<file path="config.mk">
export PLATFORM = sky130hd
export DESIGN_NAME = dados_gen_flat
export DESIGN_NICKNAME = d
export VERILOG_FILES = /design/src/rtl/dados_gen_if.sv /design/src/rtl/dados_gen.sv /design/src/flat_wrapper.sv
export SDC_FILE = /design/constraint.sdc
export NUM_CORES = 1
export LEC_CHECK = 0
export ABC_AREA = 0
export CORE_MARGIN = 10
export CORE_UTILIZATION = 45
export DETAILED_ROUTE_END_ITERATION = 10
export SETUP_SLACK_MARGIN = 0.4
export SLEW_MARGIN = 20
export SYNTH_ARGS = -nofsm -noshare
export SYNTH_HDL_FRONTEND = slang
export SYNTH_SLANG_ARGS = --single-unit
</file>
<file path="constraint.sdc">
create_clock -name clk_i -period 2.5 [get_ports clk_i]
set_input_delay 0.375 -clock clk_i [delete_from_list [all_inputs] [get_ports clk_i]]
set_output_delay 0.375 -clock clk_i [all_outputs]
set_load 0.01 [all_outputs]
</file>
<file path="src/rtl/dados_gen_if.sv">
// =============================================================================
// Module  : dados_if
// Brief   : Roll handshake between the game FSM and the dice roller.
// Revision: 1.0
// =============================================================================
`default_nettype none

interface dados_if;
    logic       en_dados_i;
    logic [1:0] done_dados_o;
    logic [2:0] dado0_o;
    logic [2:0] dado1_o;

    modport master (
        output en_dados_i,
        input  done_dados_o,
        input  dado0_o,
        input  dado1_o
    );

    modport slave (
        input  en_dados_i,
        output done_dados_o,
        output dado0_o,
        output dado1_o
    );
endinterface

`default_nettype wire

</file>
<file path="src/rtl/dados_gen.sv">
// =============================================================================
// Module  : dados_gen
// Brief   : Two independent dice that spin, brake and stop on an LFSR-driven
//           pseudo-random value in response to the game FSM roll request.
// Revision: 1.0
// =============================================================================
`default_nettype none

module dados_gen #(
    parameter int          PERIODO_INI = 2,
    parameter int          GIRO_MIN    = 4,
    parameter int          PASOS_FRENO = 3,
    parameter logic [15:0] SEMILLA0    = 16'hACE1,
    parameter logic [15:0] SEMILLA1    = 16'h1234
) (
    input  wire logic clk_i,
    input  wire logic rst_n_i,
    dados_if.slave    bus
);

    typedef enum logic [1:0] {
        REPOSO = 2'd0,
        GIRA   = 2'd1,
        FRENA  = 2'd2,
        LISTO  = 2'd3
    } estado_t;

    localparam int          c_per_max = PERIODO_INI << PASOS_FRENO;
    localparam int          c_pcw     = (c_per_max > 1) ? $clog2(c_per_max) : 1;
    localparam int          c_prw     = $clog2(c_per_max + 1);
    localparam int          c_gw      = ($clog2(GIRO_MIN + 16) > 5) ? $clog2(GIRO_MIN + 16) : 5;
    localparam int          c_fw      = (PASOS_FRENO > 1) ? $clog2(PASOS_FRENO) : 1;
    localparam logic [15:0] c_taps    = 16'hB400;

    logic [1:0]      w_done;
    logic [1:0][2:0] w_dado;

    for (genvar gi = 0; gi < 2; gi++) begin : g_dado
        localparam logic [15:0] c_sem_raw = (gi == 0) ? SEMILLA0 : SEMILLA1;
        localparam logic [15:0] c_semilla = (c_sem_raw == 16'h0000) ? 16'h0001 : c_sem_raw;

        estado_t          estado_q, estado_d;
        logic [15:0]      lfsr_q, lfsr_d;
        logic [c_gw-1:0]  giro_q, giro_d;
        logic [c_pcw-1:0] per_q, per_d;
        logic [c_prw-1:0] periodo_q, periodo_d;
        logic [c_fw-1:0]  freno_q, freno_d;
        logic [2:0]       valor_q, valor_d;
        logic             done_q, done_d;

        logic             w_tick;
        logic [15:0]      w_lfsr_sig;
        logic [2:0]       w_valor_sig;

        assign w_tick      = (c_prw'(per_q) == periodo_q - c_prw'(1));
        assign w_lfsr_sig  = lfsr_q[0] ? ((lfsr_q >> 1) ^ c_taps) : (lfsr_q >> 1);
        assign w_valor_sig = (valor_q == 3'd6) ? 3'd1 : valor_q + 3'd1;

        always_ff @(posedge clk_i or negedge rst_n_i) begin
            if (!rst_n_i) begin
                estado_q  <= REPOSO;
                lfsr_q    <= c_semilla;
                giro_q    <= '0;
                per_q     <= '0;
                periodo_q <= c_prw'(PERIODO_INI);
                freno_q   <= '0;
                valor_q   <= 3'd1;
                done_q    <= 1'b0;
            end else begin
                estado_q  <= estado_d;
                lfsr_q    <= lfsr_d;
                giro_q    <= giro_d;
                per_q     <= per_d;
                periodo_q <= periodo_d;
                freno_q   <= freno_d;
                valor_q   <= valor_d;
                done_q    <= done_d;
            end
        end

        always_comb begin
            estado_d  = estado_q;
            lfsr_d    = lfsr_q;
            giro_d    = giro_q;
            per_d     = per_q;
            periodo_d = periodo_q;
            freno_d   = freno_q;
            valor_d   = valor_q;
            done_d    = 1'b0;

            case (estado_q)
                REPOSO: begin
                    if (bus.en_dados_i) begin
                        estado_d  = GIRA;
                        giro_d    = c_gw'(GIRO_MIN) + c_gw'(lfsr_q[3:0]);
                        per_d     = '0;
                        periodo_d = c_prw'(PERIODO_INI);
                        freno_d   = '0;
                    end
                end
                GIRA: begin
                    lfsr_d = w_lfsr_sig;
                    // Dropping the request aborts the roll before any pending tick lands.
                    if (!bus.en_dados_i) begin
                        estado_d = REPOSO;
                    end else if (w_tick) begin
                        valor_d = w_valor_sig;
                        per_d   = '0;
                        giro_d  = giro_q - c_gw'(1);
                        if (giro_q <= c_gw'(1)) begin
                            if (PASOS_FRENO == 0) begin
                                estado_d = LISTO;
                            end else begin
                                estado_d  = FRENA;
                                periodo_d = periodo_q << 1;
                            end
                        end
                    end else begin
                        per_d = per_q + c_pcw'(1);
                    end
                end
                FRENA: begin
                    lfsr_d = w_lfsr_sig;
                    if (!bus.en_dados_i) begin
                        estado_d = REPOSO;
                    end else if (w_tick) begin
                        valor_d = w_valor_sig;
                        per_d   = '0;
                        freno_d = freno_q + c_fw'(1);
                        if (freno_q == c_fw'(PASOS_FRENO - 1)) begin
                            estado_d = LISTO;
                        end else begin
                            periodo_d = periodo_q << 1;
                        end
                    end else begin
                        per_d = per_q + c_pcw'(1);
                    end
                end
                LISTO: begin
                    done_d = bus.en_dados_i;
                    if (!bus.en_dados_i) begin
                        estado_d = REPOSO;
                    end
                end
                default: begin
                    estado_d = REPOSO;
                end
            endcase
        end

        assign w_done[gi] = done_q;
        assign w_dado[gi] = valor_q;
    end

    assign bus.done_dados_o = w_done;
    assign bus.dado0_o      = w_dado[0];
    assign bus.dado1_o      = w_dado[1];

endmodule

`default_nettype wire

</file>
<file path="src/flat_wrapper.sv">
// flat-port wrapper written by rule: the top's interface ports become plain ports
module dados_gen_flat 
#(
    parameter int          PERIODO_INI = 2,
    parameter int          GIRO_MIN    = 4,
    parameter int          PASOS_FRENO = 3,
    parameter logic [15:0] SEMILLA0    = 16'hACE1,
    parameter logic [15:0] SEMILLA1    = 16'h1234
)
  (clk_i, rst_n_i, bus_en_dados_i, bus_done_dados_o, bus_dado0_o, bus_dado1_o);
  dados_if bus_i ();
  input  wire logic clk_i;
  input  wire logic rst_n_i;
  input wire logic [$bits(bus_i.en_dados_i)-1:0] bus_en_dados_i;
  output wire logic [$bits(bus_i.done_dados_o)-1:0] bus_done_dados_o;
  output wire logic [$bits(bus_i.dado0_o)-1:0] bus_dado0_o;
  output wire logic [$bits(bus_i.dado1_o)-1:0] bus_dado1_o;
  assign bus_i.en_dados_i = bus_en_dados_i;
  assign bus_done_dados_o = bus_i.done_dados_o;
  assign bus_dado0_o = bus_i.dado0_o;
  assign bus_dado1_o = bus_i.dado1_o;
  dados_gen #(.PERIODO_INI(PERIODO_INI), .GIRO_MIN(GIRO_MIN), .PASOS_FRENO(PASOS_FRENO), .SEMILLA0(SEMILLA0), .SEMILLA1(SEMILLA1)) u_core (.clk_i(clk_i), .rst_n_i(rst_n_i), .bus(bus_i));
endmodule
</file>
==> results.ini <==
[worst_hold_path]
hp-class=in -> async

[clock_tree]
htreeDepth=3
cts_tree=built
cts_hold_buf=0
cts_buffers=9
root_buffer=clkbuf_8
clk_latency_ns=0.34
clk_pin_slew_ns=0.08
clockBufferDepth=2
cts.sinks=74

[place]
placed_area_sq_um=4150
gp_congestion=0.823
dp_cells=485
port_buffers=10
pre_cts_ws_ns=0.131
dp_hpwl_mm=4.74

[timing]
hold_viol=0
setup_viol=0
rsz0062_at_grt=true
finalCritPeriodShare_pct=86.2
max_slew_margin_pct=37.2
fin_crit_ns=2.15
fmax_mhz=464
worst_slack_ns=0.346
finClkSkew_ns=0.00988
tightest_slew_ns=0.942
hold_ws_ns=0.162
slew_viol_final=0
totalNegativeSetupSlack_ns=0

[routing]
drtAntennaViolNets=0
wire_per_inst_um=14.4
dr.pass1.iters=4
route.detailed.drc=0
wirelength_mm=7.38
viasPerCell=5.51
num_vias=2815
initialDrtViolationCount=163

[global_routing]
grt_overflow=0
grt_pass1_wl_mm=12.6
grt_usage_pct=11.6
antenna_found_initial=0
grt_pass1_vias=2786
grt_max_degree=75

[critical_path]
cp_cell_sequence=inv_2 > ha_4 > xor2_2 > a211o_1 > a21o_4 > buf_6 > or4_4 > o211ai_2
slowest_stage=dfstp_2
cp_top_family=compound AO/OA/AOI/OAI gates
slowest_delay_ns=0.55
crit_buf_inv=2
crit_fanout=5
end_kind=flip-flop
startpoint_type=flip-flop
arrival_ns=2.42
critical_path_class=reg -> reg
crit_required_ns=2.77

[finish]
fin_util_pct=52.6
antenna_cells=0
final_layout_size_suffix_gt1_share_pct=25.8
nets=423
layoutNonFillerInstCount=511
final_area_sq_um=4540
syn_to_final_growth_pct=15.1

[die]
dieArea_sq_um=12900
die_h_um=114
fp-row-count=34
ioPinCount=11
start_util_pct=45.7
fp.coreArea_sq_um=8640
dieWidth_um=114

[logic_synthesis]
synth.most_common_cell=dfrtp_1
yosys-top-cells-count=dfrtp_1, nand2_1, nor2_1
synthTopCellsByArea=dfrtp_1, dfstp_2, mux2_2
netlist.area_leader.share_pct=36.1
ys_seq_elements=74
yosysWarnings=0
ys_types=59
synth.yosys.seq_area_share_pct=47.5
syn-cell-area_sq_um=3950
async_flop_share_pct=100
syn_area_per_cell_sq_um=10.3
syn_inst=382
synth_edf_count=0
yosys.area.top_type=dfrtp_1
synth_nets=407
synth_ff_type=dfrtp_1

[power]
p_total_mw=5.89
ir_drop_mv=0.415
p_leak_nw=1.93
cellPowerDensity_nw_per_um2=1300

[status]
status=finished, final reports clean

[job]
cap_violations=0

## area by class of cell
class | count | area, sq um
Clock buffer | 10 | 128
Clock inverter | 6 | 57.6
Fill cell | 790 | 4100
Inverter | 24 | 90.1
Multi-Input combinational cell | 265 | 2040
Sequential cell | 74 | 1870
Tap cell | 108 | 135
Timing Repair Buffer | 24 | 214
## per-layer routing
layer | share of wire, % | global-route usage [%] | up-vias
met1 | 49 | 14.9 | 1383
met2 | 45 | 18.3 | 43
li1 | - | - | 1379
met3 | 3.5 | 2.78 | 10
met4 | 1.6 | 4.82 | 0
met5 | 0 | 0 | -
## placed cells by master, fill, tap and decap left out, types with 11 or more instances in the layout
cell     synthesis  layout
a21oi_1         18      13
buf_4            2      12
dfrtp_1         57      57
dfstp_2         17      17
ha_1            22      19
inv_1           24      22
mux2_2          26      26
mux2i_1         11      11
nand2_1         38      38
nor2_1          28      24
o21ai_0         19      16
## kinds of logic (layout without fill, tap and decap cells)
logic type                 after synthesis  in the layout  share of synthesized area, %
AOI/OAI and AO/OA                       88             89                          15.2
xor gates and xnor gates                14             14                          3.11
adders and majority gates               22             22                          6.98
buffers and inverters                   44             64                          4.60
DFF                                     74             74                          47.5
muxes                                   38             38                          10.5
and+or+nand+nor                        102            102                          12.2
## timing repair
| action | CTS | global route |
|---|---|---|
| pin swaps | 5 | 9 |
| resized for setup | 9 | 23 |
| setup endpoints to repair | 28 | 29 |
| gates cloned | 1 | 0 |
| setup buffers | 6 | 3 |
## sequential cells by signal (all words and copies together), names as in the netlist
signal and cells:
u_core.g_dado.lfsr_q 32, u_core.g_dado.giro_q 10, u_core.g_dado.per_q 8, u_core.g_dado.periodo_q 8, u_core.g_dado.estado_q 4, u_core.g_dado.freno_q 4
u_core.bus.dado0_o 3, u_core.bus.dado1_o 3, u_core.g_dado.done_q 2
## final timing paths
path	end	depth (start not counted)	startpoint	slack, ns
max in group asynchronous	u_core.g_dado[1].freno_q[0]	1	rst_n_i	1.71
setup reg to reg	u_core.g_dado[0].giro_q[3]	8	u_core.g_dado[0].periodo_q[1]	0.35
min in group clk_i	u_core.bus.dado1_o[2]	1	u_core.bus.dado1_o[2]	0.49
hold / removal	u_core.g_dado[0].lfsr_q[12]	1	rst_n_i	0.16
hold reg to reg	u_core.bus.dado1_o[2]	1	u_core.bus.dado1_o[2]	0.49
setup / recovery	u_core.g_dado[0].giro_q[3]	8	u_core.g_dado[0].periodo_q[1]	0.35
## power breakdown
group	switching, mW	internal (mW)
clock network	0.437	0.454
registers	0.456	1.82
logic	1.35	1.38
Note: power is estimated with default switching activity, not from simulation.
